--- src/rtl/morse_pkg.sv ---
// Shared types and default timing for the Morse sequencer slice.
package morse_pkg;

  typedef enum logic [2:0] {
    IDLE,
    DECIDE,
    KEY_ON,
    SYM_GAP,
    CHAR_GAP,
    WORD_GAP
  } state_t;

  // Symbol encoding as presented by the code shift register MSB.
  localparam logic DOT  = 1'b0;
  localparam logic DASH = 1'b1;

  localparam int UNIT_CYCLES_DEF    = 4;
  localparam int DASH_UNITS_DEF     = 3;
  localparam int CHAR_GAP_UNITS_DEF = 3;
  localparam int WORD_GAP_UNITS_DEF = 4;

  // Largest of three unit counts; sizes the unit down-counter.
  function automatic int max3(input int a, input int b, input int c);
    int m;
    m = (a > b) ? a : b;
    return (m > c) ? m : c;
  endfunction

endpackage

--- src/rtl/morse_seq_ctrl_if.sv ---
// Character handshake and shift-register link between the source, the
// code shift register and the Morse sequencer.
interface morse_seq_ctrl_if;
  logic       char_valid;
  logic       char_ready;
  logic       char_load;
  logic       shft_cnt;
  logic [3:0] cntr_data;
  logic       shft_data;
  logic       morse_out;
  logic       busy;

  // Environment side: character source plus shift register.
  modport master (
    output char_valid, cntr_data, shft_data,
    input  char_ready, char_load, shft_cnt, morse_out, busy
  );

  // Sequencer side.
  modport slave (
    input  char_valid, cntr_data, shft_data,
    output char_ready, char_load, shft_cnt, morse_out, busy
  );
endinterface

--- src/rtl/morse_unit_timer.sv ---
// Unit timer: prescaler of UNIT_CYCLES clocks feeding a down-counter of
// units. restart reloads both; done is high on the final clock of the span.
module morse_unit_timer #(
  parameter int UNIT_CYCLES = 4,
  parameter int UW          = 3
) (
  input  logic          clock,
  input  logic          reset_n,
  input  logic          restart,
  input  logic [UW-1:0] load_units,
  output logic          done
);

  localparam int PW = $clog2(UNIT_CYCLES);

  logic [PW-1:0] presc_q;
  logic [UW-1:0] unit_q;

  logic presc_tc;
  assign presc_tc = (presc_q == PW'(UNIT_CYCLES - 1));
  assign done     = presc_tc && (unit_q == '0);

  // Prescaler wraps every unit; unit counter counts down to its terminal count.
  always_ff @(posedge clock or negedge reset_n) begin
    if (!reset_n) begin
      presc_q <= '0;
      unit_q  <= '0;
    end else if (restart) begin
      presc_q <= '0;
      unit_q  <= load_units - UW'(1);
    end else if (presc_tc) begin
      presc_q <= '0;
      if (unit_q != '0) unit_q <= unit_q - UW'(1);
    end else begin
      presc_q <= presc_q + PW'(1);
    end
  end

endmodule

--- src/rtl/morse_seq_ctrl.sv ---
// Morse sequencer: accepts a character, then keys its symbols MSB-first
// with standard unit timing while stepping the code shift register.
//
// state    | meaning
// ---------+-------------------------------------------------------------
// IDLE     | ready for a character; char_load follows char_valid
// DECIDE   | register just loaded; zero length -> word gap, else key
// KEY_ON   | symbol sounding (1 unit dot / DASH_UNITS dash); shift at end
// SYM_GAP  | 1 unit silence between symbols of one character
// CHAR_GAP | silence after the last symbol, then back to IDLE
// WORD_GAP | silence for a space character, then back to IDLE
module morse_seq_ctrl
  import morse_pkg::*;
#(
  parameter int UNIT_CYCLES    = UNIT_CYCLES_DEF,
  parameter int DASH_UNITS     = DASH_UNITS_DEF,
  parameter int CHAR_GAP_UNITS = CHAR_GAP_UNITS_DEF,
  parameter int WORD_GAP_UNITS = WORD_GAP_UNITS_DEF
) (
  input logic             clock,
  input logic             reset_n,
  morse_seq_ctrl_if.slave bus
);

  localparam int UW = $clog2(max3(DASH_UNITS, CHAR_GAP_UNITS, WORD_GAP_UNITS) + 1);

  state_t        state_q, state_d;
  logic          sym_q, sym_d;
  logic          morse_q;
  logic          tmr_restart;
  logic          tmr_done;
  logic [UW-1:0] tmr_load;

  morse_unit_timer #(
    .UNIT_CYCLES (UNIT_CYCLES),
    .UW          (UW)
  ) u_timer (
    .clock      (clock),
    .reset_n    (reset_n),
    .restart    (tmr_restart),
    .load_units (tmr_load),
    .done       (tmr_done)
  );

  // State, latched symbol and the registered key output.
  always_ff @(posedge clock or negedge reset_n) begin
    if (!reset_n) begin
      state_q <= IDLE;
      sym_q   <= DOT;
      morse_q <= 1'b0;
    end else begin
      state_q <= state_d;
      sym_q   <= sym_d;
      morse_q <= (state_d == KEY_ON);
    end
  end

  // Next state, strobes, and timer reload on every state change.
  always_comb begin
    state_d       = state_q;
    sym_d         = sym_q;
    bus.char_load = 1'b0;
    bus.shft_cnt  = 1'b0;
    tmr_load      = UW'(1);

    unique case (state_q)
      IDLE: begin
        if (bus.char_valid) begin
          bus.char_load = 1'b1;
          state_d       = DECIDE;
        end
      end
      DECIDE: begin
        if (bus.cntr_data == 4'd0) begin
          state_d = WORD_GAP;
        end else begin
          sym_d   = bus.shft_data;
          state_d = KEY_ON;
        end
      end
      KEY_ON: begin
        if (tmr_done) begin
          bus.shft_cnt = 1'b1;
          // Count is sampled before the shift register applies the decrement.
          state_d = (bus.cntr_data == 4'd1) ? CHAR_GAP : SYM_GAP;
        end
      end
      SYM_GAP: begin
        if (tmr_done) begin
          sym_d   = bus.shft_data;
          state_d = KEY_ON;
        end
      end
      CHAR_GAP: begin
        if (tmr_done) state_d = IDLE;
      end
      WORD_GAP: begin
        if (tmr_done) state_d = IDLE;
      end
      default: state_d = IDLE;
    endcase

    tmr_restart = (state_d != state_q);
    unique case (state_d)
      KEY_ON:   tmr_load = (sym_d == DASH) ? UW'(DASH_UNITS) : UW'(1);
      CHAR_GAP: tmr_load = UW'(CHAR_GAP_UNITS);
      WORD_GAP: tmr_load = UW'(WORD_GAP_UNITS);
      default:  tmr_load = UW'(1);
    endcase
  end

  assign bus.char_ready = (state_q == IDLE);
  assign bus.busy       = (state_q != IDLE);
  assign bus.morse_out  = morse_q;

endmodule

--- src/flat_wrapper.sv ---
// flat-port wrapper written by rule: the top's interface ports become plain ports
module morse_seq_ctrl_flat import morse_pkg::*;
#(
  parameter int UNIT_CYCLES    = UNIT_CYCLES_DEF,
  parameter int DASH_UNITS     = DASH_UNITS_DEF,
  parameter int CHAR_GAP_UNITS = CHAR_GAP_UNITS_DEF,
  parameter int WORD_GAP_UNITS = WORD_GAP_UNITS_DEF
)
  (clock, reset_n, bus_char_valid, bus_cntr_data, bus_shft_data, bus_char_ready, bus_char_load, bus_shft_cnt, bus_morse_out, bus_busy);
  morse_seq_ctrl_if bus_i ();
  input logic clock;
  input logic reset_n;
  input wire logic [$bits(bus_i.char_valid)-1:0] bus_char_valid;
  input wire logic [$bits(bus_i.cntr_data)-1:0] bus_cntr_data;
  input wire logic [$bits(bus_i.shft_data)-1:0] bus_shft_data;
  output wire logic [$bits(bus_i.char_ready)-1:0] bus_char_ready;
  output wire logic [$bits(bus_i.char_load)-1:0] bus_char_load;
  output wire logic [$bits(bus_i.shft_cnt)-1:0] bus_shft_cnt;
  output wire logic [$bits(bus_i.morse_out)-1:0] bus_morse_out;
  output wire logic [$bits(bus_i.busy)-1:0] bus_busy;
  assign bus_i.char_valid = bus_char_valid;
  assign bus_i.cntr_data = bus_cntr_data;
  assign bus_i.shft_data = bus_shft_data;
  assign bus_char_ready = bus_i.char_ready;
  assign bus_char_load = bus_i.char_load;
  assign bus_shft_cnt = bus_i.shft_cnt;
  assign bus_morse_out = bus_i.morse_out;
  assign bus_busy = bus_i.busy;
  morse_seq_ctrl #(.UNIT_CYCLES(UNIT_CYCLES), .DASH_UNITS(DASH_UNITS), .CHAR_GAP_UNITS(CHAR_GAP_UNITS), .WORD_GAP_UNITS(WORD_GAP_UNITS)) u_core (.clock(clock), .reset_n(reset_n), .bus(bus_i));
endmodule
--- config.mk ---
export PLATFORM = sky130hd
export DESIGN_NAME = morse_seq_ctrl_flat
export DESIGN_NICKNAME = d
export VERILOG_FILES = /design/src/rtl/morse_pkg.sv /design/src/rtl/morse_seq_ctrl_if.sv /design/src/rtl/morse_unit_timer.sv /design/src/rtl/morse_seq_ctrl.sv /design/src/flat_wrapper.sv
export SDC_FILE = /design/constraint.sdc
export NUM_CORES = 1
export LEC_CHECK = 0
export CAP_MARGIN = 20
export CORE_MARGIN = 2
export CORE_UTILIZATION = 49
export CTS_CLUSTER_DIAMETER = 40
export DETAILED_ROUTE_END_ITERATION = 8
export MAX_ROUTING_LAYER = met4
export PLACE_DENSITY_LB_ADDON = 0.3
export SYNTH_ARGS = -nofsm -noshare
export SYNTH_HDL_FRONTEND = slang
export SYNTH_HIERARCHICAL = 1
export SYNTH_SLANG_ARGS = --single-unit
--- constraint.sdc ---
create_clock -name clock -period 3.5 [get_ports clock]
set_clock_uncertainty 0.05 [all_clocks]
set_input_delay 0.525 -clock clock [delete_from_list [all_inputs] [get_ports clock]]
set_output_delay 0.525 -clock clock [all_outputs]
set_load 0.01 [all_outputs]
## After elaboration in Yosys (flattened, before gate mapping)

Cells that the tools add are included.

- Bits in registers: 10
- Bits of input ports: 8
- Output and inout bits: 5
- Logic and storage cells: 50

- $add $sub $neg: 3
- Equal/unequal tests: 11
- Mux-type cells: 21
- Reductions and logical operators: 10

Operators with widths:

| operator | count |
|---|---|
| 3-bit two-way mux | 9 |
| 3-bit one-hot mux with 5 select lines | 1 |
| 3-bit == test, second input constant | 4 |
| 3-bit by 2-bit == test with 1-bit output, second input constant | 3 |
| 3-bit one-hot mux with 3 select lines | 1 |
| 3-bit zero test | 2 |
| 1-bit two-way mux | 6 |
| 2-bit two-way mux | 3 |
| 3-bit nonzero test | 2 |
| 3-bit by 1-bit subtractor with 3-bit output, second input constant | 2 |
| 4-bit by 1-bit == test with 1-bit output, second input constant | 1 |
| 4-bit zero test | 1 |
| 2-bit nonzero test | 2 |
| 3-bit by 1-bit == test with 1-bit output, second input constant | 1 |
| 3-bit inequality test | 1 |
| 2-bit by 1-bit adder with 2-bit output, second input constant | 1 |
| 2-bit == test, second input constant | 1 |
| 1-bit one-hot mux with 2 select lines | 1 |
| 2-bit AND reduction | 1 |
| 2-bit OR reduction | 1 |
| 1-bit logical AND | 1 |

## Logic depth before layout (Yosys ltp)

Gate-level depths: netlist of run 1.

- Word-level depth: 8
- Mapped depth: 13
- Depth with buffers taken out: 13

## By module

Netlist of run 1, hierarchy kept.

By module, submodules not included:

| module | instances | cells each | area an instance (µm²) | sequential area each (µm²) |
|---|---|---|---|---|
| morse_seq_ctrl | 1 | 44 | 381.6 | 125.1 |
| morse_unit_timer | 1 | 28 | 281.5 | 125.1 |

## Worst setup path before layout of run 1

No wires, ideal clock.

- Kind: register to register
- Start: reg u_core.u_timer.presc_q[0]
- End: reg u_core.u_timer.unit_q[2]
- Setup time: 0.132 ns
- Data arrival time: 2.359 ns
- Data required time: 3.318 ns
- Setup slack: 0.958 ns
- Stages on the path, launching flop included: 12
- Buffers on the path: 1
- Period minus slack after synthesis: 2.542 ns
- Cells stage by stage: dfrtp_1 ha_1 inv_2 nor4_1 nor2b_1 o31ai_1 buf_2 mux2i_1 ha_1 nand2_1 a21oi_1 a22oi_1

- Elaborated cells between the ends (all ways): 19
- Those cells by class: 1 x add/sub; 5 x eq/ne; 9 x mux; 4 x reduce/logical

RTL lines:

| item | line | text |
|---|---|---|
| start: declaration | morse_unit_timer.sv:16 | `logic [PW-1:0] presc_q;` |
| start signal: assignment | morse_unit_timer.sv:35 | `presc_q <= presc_q + PW'(1);` |
| 2-bit == test * | morse_unit_timer.sv:20 | `assign presc_tc = (presc_q == PW'(UNIT_CYCLES - 1));` |
| 1-bit logical AND * | morse_unit_timer.sv:21 | `assign done = presc_tc && (unit_q == '0);` |
| net u_core.tmr_done | morse_seq_ctrl.sv:31 | `logic tmr_done;` |
| 3-bit two-way mux (on tied branches) | - |  |
| 3-bit one-hot mux with 5 select lines * | morse_seq_ctrl.sv:66 | `unique case (state_q)` |
| 3-bit inequality test * | morse_seq_ctrl.sv:103 | `tmr_restart = (state_d != state_q);` |
| net u_core.tmr_restart | morse_seq_ctrl.sv:30 | `logic tmr_restart;` |
| 2-bit nonzero test (no line) | - |  |
| 2-bit AND reduction (no line) | - |  |
| end signal: assignment | morse_unit_timer.sv:30 | `unit_q <= load_units - UW'(1);` |
| end signal: assignment | morse_unit_timer.sv:33 | `if (unit_q != '0) unit_q <= unit_q - UW'(1);` |
| end: declaration | morse_unit_timer.sv:17 | `logic [UW-1:0] unit_q;` |

Mark *: on every way through the listed nets, which the timed path passes. The rest lies on a longest branch.
A chain may end at the register's enable or synchronous reset.

## Worst setup path in the final report of run 1

- Start: in bus_cntr_data[1]
- End: reg u_core.u_timer.unit_q[2]

- Longest elaborated chain between the ends: 8
- Elaborated cells between the ends (all ways): 19
- Those cells by class: 1 x add/sub; 5 x eq/ne; 9 x mux; 4 x reduce/logical

RTL lines:

| item | line | text |
|---|---|---|
| start: declaration | flat_wrapper.sv:14 | `input wire logic [$bits(bus_i.cntr_data)-1:0] bus_cntr_data;` |
| 4-bit by 1-bit == test with 1-bit output | morse_seq_ctrl.sv:85 | `state_d = (bus.cntr_data == 4'd1) ? CHAR_GAP : SYM_GAP;` |
| 3-bit two-way mux | morse_seq_ctrl.sv:85 |  |
| 3-bit two-way mux | morse_seq_ctrl.sv:82 | `if (tmr_done) begin` |
| 3-bit one-hot mux with 5 select lines * | morse_seq_ctrl.sv:66 |  |
| net u_core.state_d[0] | morse_seq_ctrl.sv:27 | `state_t state_q, state_d;` |
| 3-bit == test or 3-bit by 2-bit == test with 1-bit output (tied branches) | morse_seq_ctrl.sv:104 | `unique case (state_d)` |
| 3-bit one-hot mux with 3 select lines * | morse_seq_ctrl.sv:104 |  |
| net u_core.tmr_load[1] | morse_seq_ctrl.sv:32 | `logic [UW-1:0] tmr_load;` |
| 3-bit by 1-bit subtractor with 3-bit output * | morse_unit_timer.sv:30 |  |
| 3-bit two-way mux * | morse_unit_timer.sv:28 | `end else if (restart) begin` |

Marks and branches as above.

==> implementation parameters, run 1 <==
Parameter                              Value

STA
  Final worst path period share ... between 70% and 80%
  Final hold slack ... between 0.3 and 0.4 ns
  Final Max Slew Viols ... 0
  Number of hold-slack violations in the final timing report ... 0
  RSZ-0062 raised after global routing ... false
  Peak clock frequency supported by timing ... around 380 MHz
  Setup-violating endpoint count in the final report ... 0
  Minimum period implied by the final worst setup slack ... roughly 2.6 ns
  Post-Route Setup TNS ... 0 ns
  Worst rel slew slack ... between 60 and 70%
  Final worst-path setup slack ... between 0.8 and 0.9 ns
  Slew at the pin closest to its max-slew limit ... ~0.56 ns

Pwr
  Power Internal ... 336 uW
  Cell area power density ... between 600 and 700 nW/um^2
  Total power ... about 540 uW
  Leakage ... about 0.35 nW
  Highest ir drop seen on vdd ... 0.000476 V
  Net switching component of the power ... between 200 and 250 uW
  Sequential cell fraction of total power ... roughly 40%
  Combinational cell fraction of total power ... 46.4%
  Part of the power in the clock network ... a little over an eighth
  Switching Share ... between 30% and 40%

Finish
  Area Growth Syn to Fin ... 23.6%
  Final design area excluding fillers ... between 800 and 900 sq um
  Total of fill cells in the finished design ... approximately 120
  Finished Core Util ... a little under two thirds
  Share of cells above drive strength 1 ... 14.1%
  Total inserted antenna cells ... 0
  Combined area of the multi-input logic cells ... around 370 sq um
  Fin nets ... 97
  Finished Layout Cells ... 100
  Storage element area ... ~250 sq um

Detailed routing
  Final wirelength ... 1290 microns
  First-pass iteration count of the detailed router ... 4
  Drt initial violations ... 15
  Detail-routed net length per standard cell ... roughly 13 microns
  Drt via density ... approximately 5.7
  Number of DRC violations after detailed routing ... 0
  Final antenna-violating net count ... 0
  Detailed-route via count ... around 570

Floorplanning
  Area of the core region ... approximately 1300 sq um
  Die Ht ... between 40 and 50 microns
  I/O pin count ... 13
  Starting density of the core ... 51.6%
  Row count ... 13
  Die ar. ... ~1700 sq um
  Die Width ... 40.8 microns

Worst setup path
  CP max-delay cell ... sky130_fd_sc_hd__or4b_4
  Startpoint class of the critical path ... input pin
  Data arrival at the endpoint of the critical path ... about 2.8 ns
  Biggest cell delay along the critical path ... between 0.5 and 0.6 ns
  Critical path's most frequent cell ... sky130_fd_sc_hd__a21oi_1
  Critical Path, Cell by Cell ... clkdlybuf4s50_1, or4b_4, a221o_2, a21oi_1, mux2i_1, ha_1, nand2_1, a21oi_1, a22oi_1
  Endpoint required time on the critical path ... 3.61 ns
  Type of the setup path with the least slack ... input pin to flip-flop
  Maximum fanout encountered on the critical timing path ... 5
  Type of element capturing the critical path ... flip-flop

CTS
  Max Buffers Root-to-Sink ... 2
  Clock tree from TritonCTS ... built
  # resized after CTS ... 0
  Setup Fix Bufs, Post-CTS ... 0
  # H-tree levels ... 1
  Clock edge transition at the registers on the reported setup and hold paths ... roughly 0.06 ns
  Clock insertion delay at the later pin of the skew report ... around 0.26 ns
  CTS hold repair buffers ... 0
  Clock root cell ... sky130_fd_sc_hd__clkbuf_4
  Number of CTS-inserted buffers ... 3
  # clock sinks ... 10

Logic synthesis
  Leading cell types by total area after synthesis ... sky130_fd_sc_hd__dfrtp_1 (38%), sky130_fd_sc_hd__a21oi_1 (3.8%), sky130_fd_sc_hd__ha_1 (3.8%), sky130_fd_sc_hd__nor2_1 (3.4%), sky130_fd_sc_hd__buf_2 (3.0%)
  Yosys cell types ... 35
  Number of standard cells after synthesis ... between 70 and 80
  Average cell area after synthesis ... roughly 9 sq um
  Cell taking the most area after synthesis ... sky130_fd_sc_hd__dfrtp_1
  Sequential fraction of the synthesis area ... 37.7%
  Synthesized Nets ... a little over 80
  Flops & latches, synth ... 10
  Fraction of synthesized cell area taken by the top area cell type ... 37.7%
  Cell Area, Synth ... about 660 sq um
  Number of warnings reported in the yosys synthesis log ... 6

Place
  Routability congestion estimate from global placement ... ~0.8
  Placed cell count ... 97
  Buffers added on ports ... 12
  Placement-stage worst setup slack ... between 0.5 and 0.6 ns
  Area post-placement ... approximately 800 sq um
  Dpl hpwl ... 992 microns

Global route
  Global-route usage over all layers ... 20.5%
  Remaining global-route overflow ... 0
  Met3 track utilization from global routing ... 9.78%
  Grt peak-use layer ... met2
  Met2 usage in global routing ... between 30% and 40%
  GR met1 Demand/Resource ... 22.7%
  Wire length of the first global-routing pass ... between 2000 and 2500 microns
  Antenna violations before repair ... 0
  Largest net degree at the start of global routing ... 14
  Vias in the first global route ... 493

Status
  Status ... completed

Hold path
  Min-Delay Path Class ... flip-flop to flip-flop

Flow run
  Number of max-capacitance violations reported ... 0
-- cells by family (layout without fill, tap and decap cells) --
kind of cell	count (synthesis)	in the layout	synth area share, %
xor gates and xnor gates	2	2	2.64
buffers and inverters	10	23	6.41
AOI/OAI and AO/OA	20	20	23.6
DFF	10	10	37.7
adders and majority gates	2	2	3.77
muxes	2	2	3.02
and+or+nand+nor	26	26	22.8
-- sequential cells by signal, indices dropped and copies added (netlist names) --
name and count:
u_core/bus.morse_out 1, u_core/state_q 3, u_core/sym_q 1, u_core/u_timer/presc_q 2, u_core/u_timer/unit_q 3
-- routing by layer --
| metal | share of wire [%] | vias to the layer above |
|---|---|---|
| met5 | 0 | - |
| met4 | 0 | 0 |
| met3 | 4.8 | 0 |
| met2 | 48 | 13 |
| met1 | 47 | 271 |
| li1 | - | 290 |
-- synthesized netlist by cell type --
cell / n
sky130_fd_sc_hd__a221o_2: 1
sky130_fd_sc_hd__nor4_1: 2
sky130_fd_sc_hd__o2111a_1: 1
sky130_fd_sc_hd__o21ai_1: 1
sky130_fd_sc_hd__xnor2_1: 2
sky130_fd_sc_hd__nor3_1: 1
sky130_fd_sc_hd__mux2i_1: 2
sky130_fd_sc_hd__and2_1: 2
sky130_fd_sc_hd__dfrtp_1: 10
sky130_fd_sc_hd__o21ai_0: 2
sky130_fd_sc_hd__nand3_1: 1
sky130_fd_sc_hd__a22oi_1: 1
sky130_fd_sc_hd__or3_1: 2
sky130_fd_sc_hd__or4b_4: 1
sky130_fd_sc_hd__ha_1: 2
sky130_fd_sc_hd__nor2_1: 6
sky130_fd_sc_hd__nand2b_1: 3
sky130_fd_sc_hd__inv_2: 2
sky130_fd_sc_hd__o21ba_2: 1
sky130_fd_sc_hd__inv_1: 4
sky130_fd_sc_hd__a22oi_2: 1
sky130_fd_sc_hd__nand2_1: 2
sky130_fd_sc_hd__o21a_1: 1
sky130_fd_sc_hd__o311a_1: 1
sky130_fd_sc_hd__o2111ai_1: 1
sky130_fd_sc_hd__buf_2: 4
sky130_fd_sc_hd__o31ai_1: 1
sky130_fd_sc_hd__or2_1: 1
sky130_fd_sc_hd__o2bb2ai_1: 1
sky130_fd_sc_hd__nand4b_1: 1
sky130_fd_sc_hd__a21oi_1: 5
sky130_fd_sc_hd__o22a_2: 1
sky130_fd_sc_hd__or4_1: 1
sky130_fd_sc_hd__o221a_1: 1
sky130_fd_sc_hd__nor2b_1: 3
-- path summary, 6_finish.rpt --
path	depth (start not counted)	slack, ns	from	endpoint
min in group asynchronous	1	0.53	reset_n	u_core/u_timer/unit_q[0]$_DFFE_PN0P_
min	1	0.39	u_core/u_timer/presc_q[0]$_DFF_PN0_	u_core/u_timer/presc_q[0]$_DFF_PN0_
max	9	0.86	bus_cntr_data[1]	u_core/u_timer/unit_q[2]$_DFFE_PN0P_
min reg2reg	1	0.39	u_core/u_timer/presc_q[0]$_DFF_PN0_	u_core/u_timer/presc_q[0]$_DFF_PN0_
max in group asynchronous	1	2.56	reset_n	u_core/sym_q$_DFF_PN0_
max reg2reg	12	1.01	u_core/u_timer/presc_q[0]$_DFF_PN0_	u_core/u_timer/unit_q[2]$_DFFE_PN0P_
-- power by group through the flow --
stage | clock [mW] | combinational (mW) | sequential [mW]
global placement | 0 | 0.242 | 0.212
finish | 0.0730 | 0.249 | 0.215
global route | 0.0858 | 0.286 | 0.220
CTS | 0.0781 | 0.251 | 0.214
floorplan | 0 | 0.198 | 0.194
detailed placement | 0 | 0.249 | 0.216
-- worst max-delay path: cells and delay by family --
family / cells / cell delay (ns)
AOI/OAI and AO/OA: 4 / 0.83
buffers and inverters: 1 / 0.44
muxes: 1 / 0.09
adders and majority gates: 1 / 0.24
and+or+nand+nor: 2 / 0.63
-- final cells by class --
| type | count | share of cell area [%] |
|---|---|---|
| multi-input combinational | 52 | 45.2 |
| sequential | 10 | 30.5 |
| timing repair buffer | 14 | 16.5 |
| clock buffer | 3 | 2.75 |
| inverter | 6 | 2.75 |
| tap | 15 | 2.29 |
-- layout by cell type, fill, tap and decap left out --
cell type,n
sky130_fd_sc_hd__or4b_4,1
sky130_fd_sc_hd__buf_4,2
sky130_fd_sc_hd__o31ai_1,1
sky130_fd_sc_hd__mux2i_1,2
sky130_fd_sc_hd__inv_1,4
sky130_fd_sc_hd__nor2_1,6
sky130_fd_sc_hd__a22oi_2,1
sky130_fd_sc_hd__clkdlybuf4s50_1,12
sky130_fd_sc_hd__nor2b_1,3
sky130_fd_sc_hd__o2bb2ai_1,1
sky130_fd_sc_hd__and2_1,2
sky130_fd_sc_hd__or3_1,2
sky130_fd_sc_hd__nand2b_1,3
sky130_fd_sc_hd__o21ai_0,2
sky130_fd_sc_hd__or4_1,1
sky130_fd_sc_hd__a21oi_1,5
sky130_fd_sc_hd__nor4_1,2
sky130_fd_sc_hd__o311a_1,1
sky130_fd_sc_hd__xnor2_1,2
sky130_fd_sc_hd__nand3_1,1
sky130_fd_sc_hd__o21ai_1,1
sky130_fd_sc_hd__o21a_1,1
sky130_fd_sc_hd__o22a_2,1
sky130_fd_sc_hd__ha_1,2
sky130_fd_sc_hd__inv_2,2
sky130_fd_sc_hd__o2111ai_1,1
sky130_fd_sc_hd__or2_1,1
sky130_fd_sc_hd__nor3_1,1
sky130_fd_sc_hd__nand4b_1,1
sky130_fd_sc_hd__a22oi_1,1
sky130_fd_sc_hd__o21ba_2,1
sky130_fd_sc_hd__clkbuf_4,3
sky130_fd_sc_hd__o2111a_1,1
sky130_fd_sc_hd__dfrtp_1,10
sky130_fd_sc_hd__nand2_1,2
sky130_fd_sc_hd__o221a_1,1
sky130_fd_sc_hd__a221o_2,1
No activity file was read; power rests on OpenSTA's default activity.
==> run 2, diff against run 1 <==
--- a/config.mk
+++ b/config.mk
@@ -7,7 +7,7 @@
 export LEC_CHECK = 0
 export CAP_MARGIN = 20
 export CORE_MARGIN = 2
-export CORE_UTILIZATION = 49
+export CORE_UTILIZATION = 44
 export CTS_CLUSTER_DIAMETER = 40
 export DETAILED_ROUTE_END_ITERATION = 8
 export MAX_ROUTING_LAYER = met4
==> constraint.sdc (replaced) <==
create_clock -name clock -period 2.28 [get_ports clock]
set_clock_uncertainty 0.05 [all_clocks]
set_input_delay 0.342 -clock clock [delete_from_list [all_inputs] [get_ports clock]]
set_output_delay 0.342 -clock clock [all_outputs]
set_load 0.01 [all_outputs]
==> run 2 against run 1 <==
Compared with the run above:
- the flow now finishes with violations (negative setup slack)
- setup slack lost 0.91 ns
- via count grew 11%
- cell count grew 16%
- sequential cell count is the same
- routed wire length grew 12%
- global-route usage shrank 2.5 points
- combinational power grew 120%
- core utilization grew 2.6 points
- die area grew 10%
- final area grew 18%
==> implementation parameters, run 2 (synthesized netlist as in run 1, its figures left out) <==
Parameter                              Value

CTS
  CTS hold repair buffers ... 0 (unchanged)
  # clock sinks ... 10 (unchanged)
  Number of CTS-inserted buffers ... 3 (unchanged)
  Clock edge transition at the registers on the reported setup and hold paths ... 0.07 ns (about the same)
  Clock tree from TritonCTS ... built
  Clock insertion delay at the later pin of the skew report ... 0.28 ns (+0.02 ns)
  # H-tree levels ... 1 (unchanged)
  Clock root cell ... sky130_fd_sc_hd__clkbuf_4
  Max Buffers Root-to-Sink ... 2 (unchanged)

Worst setup path
  Startpoint class of the critical path ... input pin
  Endpoint required time on the critical path ... 2.39 ns (-1.22 ns)
  Data arrival at the endpoint of the critical path ... 2.44 ns (-0.31 ns)
  Type of element capturing the critical path ... flip-flop
  Type of the setup path with the least slack ... input pin to flip-flop
  Worst setup path start ... bus_cntr_data[2]
  Maximum fanout encountered on the critical timing path ... 3 (-2)
  Cell count of the worst reg-to-reg path ... 13 (+1)
  Startpoint of the lowest-slack register-to-register path ... u_core/u_timer/presc_q[0]$_DFF_PN0_

Floorplanning
  I/O pin count ... 13 (unchanged)
  Area of the core region ... 1450 sq um (+13%)
  Row count ... 14 (+1)
  Starting density of the core ... 45.6% (-6.0 points)
  Die Width ... 42.8 microns (+5.0%)
  Die ar. ... 1830 sq um (+10%)
  Die Ht ... 42.8 microns (+5.0%)

STA
  Minimum period implied by the final worst setup slack ... between 2 and 2.5 ns
  Final worst-path setup slack ... -0.0513 ns (-0.913 ns)
  RSZ-0062 raised after global routing ... true
  Final hold slack ... 0.325 ns (-0.0616 ns)
  Peak clock frequency supported by timing ... approximately 430 MHz
  Final Max Slew Viols ... 0 (unchanged)
  Number of hold-slack violations in the final timing report ... 0 (unchanged)
  Final worst path period share ... 102%
  Post-Route Setup TNS ... -0.0513 ns (-0.0513 ns)
  Setup-violating endpoint count in the final report ... 1 (+1)
  Worst rel slew slack ... 70.1% (+8.0 points)
  Slew at the pin closest to its max-slew limit ... 0.447 ns (-0.117 ns)

Finish
  Total inserted antenna cells ... 0 (unchanged)
  Finished Core Util ... 66.4% (+2.6 points)
  Share of cells above drive strength 1 ... 34.0% (+20 points)
  Largest registers ranked by flip-flop count ... u_core/state_q: 3 flops, u_core/u_timer/unit_q: 3 flops, u_core/u_timer/presc_q: 2 flops
  Fin nets ... 111 (+14%)
  Area Growth Syn to Fin ... 45.5%
  Most common cell after layout, fill and taps aside ... sky130_fd_sc_hd__buf_4
  Finished Layout Cells ... 116 (+16%)
  Most frequent cells in the layout ... sky130_fd_sc_hd__buf_4 (16), sky130_fd_sc_hd__clkdlybuf4s50_1 (7), sky130_fd_sc_hd__dfrtp_1 (7)

Detailed routing
  Detail-routed net length per standard cell ... 12.5 microns (-3.3%)
  Final wirelength ... 1450 microns (+12%)
  First-pass iteration count of the detailed router ... 4 (unchanged)
  Drt via density ... 5.48 (-4.5%)
  Drt initial violations ... 12 (-3)
  Final antenna-violating net count ... 0 (unchanged)
  Detailed-route via count ... 636 (+11%)
  Number of DRC violations after detailed routing ... 0 (unchanged)

Place
  Buffers added on ports ... 12 (unchanged)
  Dpl hpwl ... 1130 microns (+14%)
  Routability congestion estimate from global placement ... 0.852 (+5.9%)
  Placed cell count ... 109 (+12%)
  Placement-stage worst setup slack ... -0.400 ns (-0.994 ns)

Global route
  Global-route usage over all layers ... 18.0% (-2.5 points)
  Remaining global-route overflow ... 0 (unchanged)
  Antenna violations before repair ... 0 (unchanged)
  Vias in the first global route ... 557 (+13%)
  Wire length of the first global-routing pass ... 2410 microns (+16%)
  Largest net degree at the start of global routing ... 12 (-2)

Flow run
  Number of max-capacitance violations reported ... 0 (unchanged)

Pwr
  Cell area power density ... 1060 nW/um^2 (+62%)
  Leakage ... 0.444 nW (+28%)
  Highest ir drop seen on vdd ... 0.000718 V (+51%)

Hold path
  Min-Delay Path Class ... input pin to asynchronous set/reset pin

Status
  Status ... finished with violations
  Violated checks ... negative setup slack
==> run 2: per-stage QoR <==
stage,area (sq um),total power [mW]
2_1_floorplan,678,0.623
3_3_place_gp,896,0.800
3_5_place_dp,896,0.820
4_1_cts,946,1.01
5_1_grt,965,1.09
6_report,965,1.03
==> run 2: worst paths after layout <==
check | end | slack [ns]
min in group clock | u_core/u_timer/presc_q[0]$_DFF_PN0_ | 0.38
min reg2reg | u_core/u_timer/presc_q[0]$_DFF_PN0_ | 0.38
min | u_core/u_timer/unit_q[0]$_DFFE_PN0P_ | 0.33
max reg2reg | u_core/u_timer/unit_q[2]$_DFFE_PN0P_ | -0.03
max in group asynchronous | u_core/state_q[0]$_DFF_PN0_ | 1.52
max | u_core/u_timer/unit_q[2]$_DFFE_PN0P_ | -0.05
==> run 2: critical path, cell delays in order <==
cell	delay, ns
sky130_fd_sc_hd__clkdlybuf4s50_1	0.44
sky130_fd_sc_hd__or4b_4	0.51
sky130_fd_sc_hd__o221a_1	0.31
sky130_fd_sc_hd__o21ai_1	0.08
sky130_fd_sc_hd__a21oi_1	0.07
sky130_fd_sc_hd__mux2i_1	0.15
sky130_fd_sc_hd__ha_2	0.23
sky130_fd_sc_hd__nand2_1	0.06
sky130_fd_sc_hd__a21oi_1	0.14
sky130_fd_sc_hd__a22oi_1	0.09
==> run 2: layout make-up <==
class	instances	area [sq um]
multi-input combinational	52	394
inverter	6	22.5
timing repair buffer	28	238
clock buffer	4	36.3
sequential	10	254
tap	16	20.0
fill	123	489
==> run 2: layer usage <==
layer | vias to the layer above | part of all wire, % | global-route usage, %
met1 | 300 | 43 | 20.8
li1 | 318 | - | -
met5 | - | 0 | -
met2 | 16 | 51 | 30.6
met3 | 2 | 4.1 | 2.98
met4 | 0 | 1.7 | 7.50
==> run 2: what timing repair did <==
action / 4_1_cts / 5_1_grt
pin swaps: 2 / 1
setup endpoints to repair: 4 / 3
gates resized for setup: 9 / 2
buffers inserted: 1 / 2
==> run 2: where the power goes <==
group          internal [mW]  switching (mW)
Clock                 0.0973          0.0684
Sequential             0.256          0.0638
Combinational          0.300           0.241
==> run 3, diff against run 2 <==
--- a/config.mk
+++ b/config.mk
@@ -16,3 +16,4 @@
 export SYNTH_HDL_FRONTEND = slang
 export SYNTH_HIERARCHICAL = 1
 export SYNTH_SLANG_ARGS = --single-unit
+export TNS_END_PERCENT = 30
==> run 3 against run 2 <==
Compared with the run above:
- the run still ends with negative setup slack left
- die area unchanged
- sequential share of layout area up 0.35 points
- core utilization is 0.86 points lower
- critical path depth did not move
- clock power fell by 2%
- register-to-register slack lost 0.03 ns
- critical endpoint unchanged
- highest routed layer unchanged
- non-clock buffer count decreased by 3
- worst hold slack is essentially flat
==> implementation parameters, run 3 (synthesized netlist as in run 1, its figures left out) <==
Parameter                              Value

Status
  Status ... finished with violations
  Violated checks ... negative setup slack

CTS
  Clock insertion delay at the later pin of the skew report ... 0.27 ns (about the same)
  Setup Fix Bufs, Post-CTS ... 0 (-1)
  Number of CTS-inserted buffers ... 3 (unchanged)
  # clock sinks ... 10 (unchanged)
  Clock tree from TritonCTS ... built
  # H-tree levels ... 1 (unchanged)
  Clock root cell ... sky130_fd_sc_hd__clkbuf_4
  Clock edge transition at the registers on the reported setup and hold paths ... 0.07 ns (about the same)
  Max Buffers Root-to-Sink ... 2 (unchanged)

Global route
  Antenna violations before repair ... 0 (unchanged)
  Wire length of the first global-routing pass ... 2380 microns (-1.2%)
  Remaining global-route overflow ... 0 (unchanged)
  Global-route usage over all layers ... 17.7% (-0.27 points)
  Vias in the first global route ... 552 (-0.90%)
  Largest net degree at the start of global routing ... 12 (unchanged)

Place
  Buffers added on ports ... 12 (unchanged)
  Routability congestion estimate from global placement ... 0.852 (unchanged)
  Dpl hpwl ... 1130 microns (unchanged)
  Area post-placement ... 896 sq um (unchanged)

Floorplanning
  Die Width ... 42.8 microns (unchanged)
  Die Ht ... 42.8 microns (unchanged)
  Starting density of the core ... 45.6% (unchanged)
  Die ar. ... 1830 sq um (unchanged)
  Row count ... 14 (unchanged)
  I/O pin count ... 13 (unchanged)
  Area of the core region ... 1450 sq um (unchanged)

Worst setup path
  Startpoint class of the critical path ... input pin
  Reg2Reg Setup Slack ... -0.06 ns (-0.03 ns)
  Startpoint of the lowest-slack register-to-register path ... u_core/u_timer/unit_q[2]$_DFFE_PN0P_
  Endpoint required time on the critical path ... 2.38 ns (about the same)
  Maximum fanout encountered on the critical timing path ... 3 (unchanged)
  Data arrival at the endpoint of the critical path ... 2.46 ns (+0.02 ns)
  Worst setup path start ... bus_cntr_data[3]
  Cell count of the worst reg-to-reg path ... 11 (-2)
  Worst reg2reg path endpoint ... u_core/u_timer/unit_q[2]$_DFFE_PN0P_
  Type of the setup path with the least slack ... input pin to flip-flop
  Type of element capturing the critical path ... flip-flop

Finish
  Largest registers ranked by flip-flop count ... u_core/state_q: 3 flops, u_core/u_timer/unit_q: 3 flops, u_core/u_timer/presc_q: 2 flops
  Most frequent cells in the layout ... sky130_fd_sc_hd__buf_4 (13), sky130_fd_sc_hd__clkdlybuf4s50_1 (9), sky130_fd_sc_hd__dfrtp_1 (7)
  Total of fill cells in the finished design ... 120 (-2.4%)
  Area Growth Syn to Fin ... 43.6%
  Total inserted antenna cells ... 0 (unchanged)
  Final design area excluding fillers ... 952 sq um (-1.3%)
  Fin nets ... 108 (-2.7%)
  Most common cell after layout, fill and taps aside ... sky130_fd_sc_hd__buf_4
  Share of cells above drive strength 1 ... 32.0% (-2.0 points)

STA
  Final worst-path setup slack ... -0.0868 ns (-0.0355 ns)
  Minimum period implied by the final worst setup slack ... 2.37 ns (+0.0355 ns)
  RSZ-0062 raised after global routing ... true
  Setup-violating endpoint count in the final report ... 1 (unchanged)
  Worst rel slew slack ... 71.0% (+0.88 points)
  Slew at the pin closest to its max-slew limit ... 0.434 ns (-0.0131 ns)
  Peak clock frequency supported by timing ... 423 MHz (-1.5%)
  Post-Route Setup TNS ... -0.0868 ns (-0.0355 ns)
  Number of hold-slack violations in the final timing report ... 0 (unchanged)
  Final worst path period share ... 104% (+1.6 points)
  Final Max Slew Viols ... 0 (unchanged)

Detailed routing
  Final wirelength ... 1400 microns (-3.7%)
  First-pass iteration count of the detailed router ... 4 (unchanged)
  Number of DRC violations after detailed routing ... 0 (unchanged)
  Drt via density ... 5.42 (-1.1%)
  Drt initial violations ... 9 (-3)
  Final antenna-violating net count ... 0 (unchanged)
  Detailed-route via count ... 613 (-3.6%)
  Detail-routed net length per standard cell ... 12.4 microns (-1.1%)

Pwr
  Combinational cell fraction of total power ... 50.7% (-2.0 points)
  Power Internal ... 630 uW (-3.4%)
  Sequential cell fraction of total power ... 32.9% (+1.8 points)
  Total power ... 987 uW (-3.7%)
  Switching Share ... 36.2% (-0.19 points)
  Highest ir drop seen on vdd ... 0.000679 V (-5.4%)
  Part of the power in the clock network ... 16.4% (+0.2 points)
  Leakage ... 0.449 nW (+1.2%)
  Cell area power density ... 1040 nW/um^2 (-2.4%)
  Net switching component of the power ... 357 uW (-4.2%)

Hold path
  Min-Delay Path Class ... input pin to asynchronous set/reset pin

Flow run
  Number of max-capacitance violations reported ... 0 (unchanged)
[run 3: critical path, stage by stage]
cell and delay [ns]:
sky130_fd_sc_hd__clkdlybuf4s50_1 0.44, sky130_fd_sc_hd__or4b_4 0.54, sky130_fd_sc_hd__o221a_1 0.30, sky130_fd_sc_hd__o21ai_1 0.08
sky130_fd_sc_hd__a21oi_1 0.07, sky130_fd_sc_hd__mux2i_1 0.16, sky130_fd_sc_hd__ha_2 0.23, sky130_fd_sc_hd__nand2_1 0.06
sky130_fd_sc_hd__a21oi_1 0.14, sky130_fd_sc_hd__a22oi_1 0.09
[run 3: power groups by stage]
stage	Clock [mW]	Combinational, mW	Sequential (mW)
floorplan	0	0.312	0.311
detailed placement	0	0.495	0.325
global placement	0	0.482	0.318
CTS	0.168	0.504	0.325
global route	0.171	0.559	0.333
finish	0.162	0.501	0.325
[run 3: timing repair]
item | CTS | global route
endpoints found under the setup margin | 4 | 4
resized for setup | 3 | 6
pin swaps | 2 | 1
hold buffers | 0 | 0
[run 3: how the worst max path moves through the flow]
stage / depth (start not counted) / end / slack (ns)
2_1_floorplan: 11 / u_core/u_timer/unit_q[2]$_DFFE_PN0P_ / 0.05
3_3_place_gp: 10 / u_core/u_timer/unit_q[2]$_DFFE_PN0P_ / -0.33
3_5_place_dp: 9 / u_core/u_timer/unit_q[2]$_DFFE_PN0P_ / -0.40
4_1_cts: 10 / u_core/u_timer/unit_q[2]$_DFFE_PN0P_ / -0.09
5_1_grt: 13 / u_core/u_timer/unit_q[2]$_DFFE_PN0P_ / -0.20
6_report: 10 / u_core/u_timer/unit_q[2]$_DFFE_PN0P_ / -0.09
[run 3: metal layers]
| metal | global-route usage [%] | wire length [microns] |
|---|---|---|
| met5 | - | 0 |
| met4 | 7.50 | 24 |
| met3 | 2.98 | 43 |
| met2 | 30.0 | 730 |
| met1 | 20.5 | 600 |
[run 3: layout make-up]
class,instances,area (sq um),area share (%)
clock buffer,4,36.3,3.81
inverter,6,22.5,2.37
multi-input combinational,52,394,41.4
sequential,10,254,26.7
tap,16,20.0,2.10
timing repair buffer,25,225,23.7
[run 3: metrics by stage]
step | std cells | hold WS, ns | utilization [%] | worst slack, ns
after detailed placement | 109 | 0.371 | 61.6 | -0.400
after global routing | 113 | 0.375 | 65.5 | -0.198
after global placement | 109 | 0.368 | 61.6 | -0.334
final | 113 | 0.325 | 65.5 | -0.0868
after CTS | 113 | 0.339 | 64.5 | -0.0874
after floorplan | 72 | -0.00359 | - | 0.0470
